**src/rtl/regfile_32x32_wr.sv**
```systemverilog
// MIPS general-purpose register file: r0 hard-wired to zero, two combinational read
// ports with optional write forwarding, one write port, debug port, saturating write counter.
module regfile_32x32_wr #(
  parameter int DATA_W = 32,
  parameter int ADDR_W = 5,
  parameter int BYPASS = 1,
  parameter int CNT_W  = 16
) (
  input  logic              clk,
  input  logic              rst,
  input  logic [ADDR_W-1:0] R_addr_A,
  input  logic [ADDR_W-1:0] R_addr_B,
  input  logic [ADDR_W-1:0] Wt_addr,
  input  logic [DATA_W-1:0] Wt_data,
  input  logic              L_S,
  output logic [DATA_W-1:0] rdata_A,
  output logic [DATA_W-1:0] rdata_B,
  input  logic [ADDR_W-1:0] dbg_addr,
  output logic [DATA_W-1:0] dbg_data,
  output logic [CNT_W-1:0]  wr_cnt
);

  localparam int NREG = 2 ** ADDR_W;

  logic [DATA_W-1:0] regs_reg [1:NREG-1];
  logic [DATA_W-1:0] read_view [NREG];
  logic [CNT_W-1:0]  cnt_reg;
  logic [CNT_W-1:0]  cnt_next;
  logic              wr_req;
  logic              wr_commit;
  logic              byp_a;
  logic              byp_b;

  // Forwarding ignores rst; the commit itself is suppressed by rst.
  assign wr_req    = L_S && (Wt_addr != '0);
  assign wr_commit = wr_req && !rst;

  assign read_view[0] = '0;

  // Per-register address decode keeps an unknown enable confined to the addressed register.
  genvar gi;
  generate
    for (gi = 1; gi < NREG; gi++) begin : g_reg
      always_ff @(posedge clk) begin
        if (rst) begin
          regs_reg[gi] <= '0;
        end else if (wr_commit && (Wt_addr == ADDR_W'(gi))) begin
          regs_reg[gi] <= Wt_data;
        end
      end
      assign read_view[gi] = regs_reg[gi];
    end
  endgenerate

  assign byp_a = (BYPASS != 0) && wr_req && (R_addr_A == Wt_addr);
  assign byp_b = (BYPASS != 0) && wr_req && (R_addr_B == Wt_addr);

  assign rdata_A  = byp_a ? Wt_data : read_view[R_addr_A];
  assign rdata_B  = byp_b ? Wt_data : read_view[R_addr_B];
  assign dbg_data = read_view[dbg_addr];

  always_comb begin
    cnt_next = cnt_reg;
    if (wr_commit && (cnt_reg != '1)) begin
      cnt_next = cnt_reg + CNT_W'(1);
    end
  end

  always_ff @(posedge clk) begin
    if (rst) begin
      cnt_reg <= '0;
    end else begin
      cnt_reg <= cnt_next;
    end
  end

  assign wr_cnt = cnt_reg;

endmodule

```
**config.mk**
```make
export PLATFORM = sky130hd
export DESIGN_NAME = regfile_32x32_wr
export DESIGN_NICKNAME = d
export VERILOG_FILES = /design/src/rtl/regfile_32x32_wr.sv
export SDC_FILE = /design/constraint.sdc
export NUM_CORES = 2
export LEC_CHECK = 0
export CAP_MARGIN = 5
export CORE_MARGIN = 8
export CORE_UTILIZATION = 45
export CTS_CLUSTER_SIZE = 20
export DETAILED_ROUTE_END_ITERATION = 16
export GPL_ROUTABILITY_DRIVEN = 0
export PLACE_DENSITY_LB_ADDON = 0.15
export SLEW_MARGIN = 15
export SYNTH_ARGS = -nofsm -noshare
export SYNTH_HDL_FRONTEND = slang
export SYNTH_SLANG_ARGS = --single-unit
```
**constraint.sdc**
```tcl
create_clock -name clk -period 5.4 [get_ports clk]
set_input_delay 0.81 -clock clk [delete_from_list [all_inputs] [get_ports clk]]
set_output_delay 0.81 -clock clk [all_outputs]
set_load 0.01 [all_outputs]
```
==> qor.csv <==
metric,value,unit
leakage,24.3,nW
regArea,30100,um^2
synth_top_cell_area_share,47.3,%
cts.repair.resized,0,
first_global_vias,44600,
drive_above_1_share,29.8,%
pin_count,167,
cts_setup_buffers,0,
hold_start,wr_cnt[2]$_SDFFE_PP0P_,
place_ws,0.458,ns
r2r_slack,3.12,ns
synthToLayoutAreaGrowth,13.9,%
crit_fanout,28,
netlist_instances,4553,
grt_start_max_net_pins,89,
grt_use_total,32.0,%
place_hpwl,158000,um
ys_types,53,
timing.final.crit_share,96.2,%
start_util,45.3,%
synthTopCellsByArea,"edfxtp_1, mux4_2, and2_1",
yosysSeqAreaShare,47.8,%
synth_top_area_cell,edfxtp_1,
setup_violations,0,
num_rows,137,
cts.clk_slew.worst_paths,0.06,ns
die_x,390,um
hold_buffers,0,
arrival,4.38,ns
core-area,139000,um^2
path_class,primary input to primary output,
cp-end-kind,primary output,
hold_violations,0,
largest_reg_flops,992,
cts_sinks,1008,
gr-usage-met1,42.5,%
powerDensity,290,nW/um^2
syn_nets,4609,
die_h,390,um
fin_ws,0.207,ns
htreeDepth,3,
synthArstFlopShare,0,%
finalPower,20.8,mW
grtUsageMet3,8.68,%
clk_latency,0.76,ns
grt_use_met2,47.5,%
multi_input_area,31400,um^2
drt_iter0_drc,6672,
r2r_start,wr_cnt[0]$_SDFFE_PP0P_,
hold_class,flop to flop,
holdPathStages,1,
clock_skew,0.00599,ns
worst_r2r_path_depth,6,
ir_drop,246,uV
rsz0062_at_grt,no,
final_cells,6539,
ys_ff_latch,1008,
status,"finished, final reports clean",
final_nets,4626,
timing.setup.tns,0,ns
vias,45500,
first_pass_iters,6,
synth_area_per_cell,13.8,um^2
antenna_found_initial,18,
port_buffers,166,
synthFlopType,edfxtp_1,
timing.rr.end,wr_cnt[2]$_SDFFE_PP0P_,
cts_root_buf,clkbuf_16,
fin_hold_ws,0.519,ns
syn-cell-area,63000,um^2
hold_end,wr_cnt[2]$_SDFFE_PP0P_,
route.detailed.drc,0,
drv_slew,0,
required,4.59,ns
gr-max-usage-layer,met2,
dpl.cell_count,6332,
fmax,0.193,GHz
worst_pin_slew,1.26,ns
dieArea,152000,um^2
startpoint_type,primary input,
timing.slew.headroom,16.0,%
fin_area,71800,um^2
finish.utilization,51.6,%
maxCapViolCount,0,
place_area,68200,um^2
finalCriticalPeriod,5.19,ns
wl_per_cell,38.1,um
fillCellCount,11800,
grt_overflow,0,
synth_warnings,0,
clock_path_buffers,3,
synth_edf_count,992,
vias_per_cell,6.96,
numCtsBuffers,112,
grt_pass1_wl,348000,um
wirelength,249000,um
ant_nets,0,
cts_tree,built,
==> cell usage after synthesis (28+ instances only) <==
library cell	instances
o22a_1	28
and2_1	963
o31ai_1	60
nor2_1	56
mux2_2	153
a22oi_1	124
a21o_1	59
o21ai_0	124
nor3b_1	32
nand4_1	33
mux4_2	644
a21oi_1	124
or2_2	31
clkbuf_1	367
nor3_1	42
nand2_1	116
edfxtp_1	992
a221oi_1	31
mux2i_1	139
nand2b_1	36
buf_2	108
buf_1	35
a22o_1	32
o221ai_1	61
a31o_2	29
==> where the power goes <==
group	switching (mW)	internal, mW	total (mW)
Sequential	0.324	9.02	9.35
Combinational	2.15	1.67	3.82
Clock	3.39	4.27	7.66
==> area by class of cell <==
| cell class | count | share of cell area (%) |
|---|---|---|
| diodes | 5 | 0.0174 |
| clock buffers | 139 | 4.25 |
| clock inverters | 63 | 0.709 |
| inverters | 8 | 0.0436 |
| multi-input cells | 3002 | 43.7 |
| flip-flops and latches | 1008 | 41.9 |
| well taps | 1876 | 3.27 |
| repair buffers | 438 | 6.11 |
==> worst max-delay path, stage by stage <==
cell	delay, ns
clkdlybuf4s50_1	0.65
or3_1	0.53
o21a_2	0.30
and3_4	0.26
buf_4	0.27
o31ai_1	0.85
clkdlybuf4s50_1	0.70
==> cell families after synthesis <==
logic type      after synthesis  synth area share [%]
buf+inv                     543                  3.59
flops                      1008                  47.8
simple gates               1345                  12.6
compound gates              698                  7.70
fa+ha+maj                     1                0.0199
mux                         936                  28.0
xor+xnor                     22                 0.306
==> metal layers <==
| metal | vias up | share of wire (%) |
|---|---|---|
| met4 | 6 | 6.9 |
| met5 | - | 0.0096 |
| met3 | 702 | 12 |
| met1 | 23400 | 37 |
| met2 | 3404 | 44 |
| li1 | 18000 | - |
==> cell usage in the layout (no fill, tap or decap), types with 60 or more instances in the layout <==
cell,n
a22oi_1,124
mux2_2,153
and2_1,962
a21oi_1,124
nand2_1,112
mux4_2,644
o221ai_1,61
o21ai_0,93
buf_4,221
edfxtp_1,992
o31ai_1,60
mux2i_1,139
clkbuf_16,118
clkdlybuf4s50_1,151
==> worst max path at each step <==
stage / from / end / slack (ns) / cells past startpoint
final: Wt_addr[1] / rdata_A[17] / 0.21 / 7
after global routing: Wt_addr[1] / rdata_A[17] / 0.28 / 7
after CTS: Wt_addr[1] / rdata_A[17] / 0.45 / 7
after detailed placement: Wt_addr[1] / rdata_A[17] / 0.46 / 7
after global placement: Wt_addr[1] / rdata_A[17] / 0.49 / 7
after floorplan: Wt_addr[0] / regs_reg[0][256]$_SDFFCE_PN0P_ / 0.77 / 5
(Power assumes the default switching activity.)
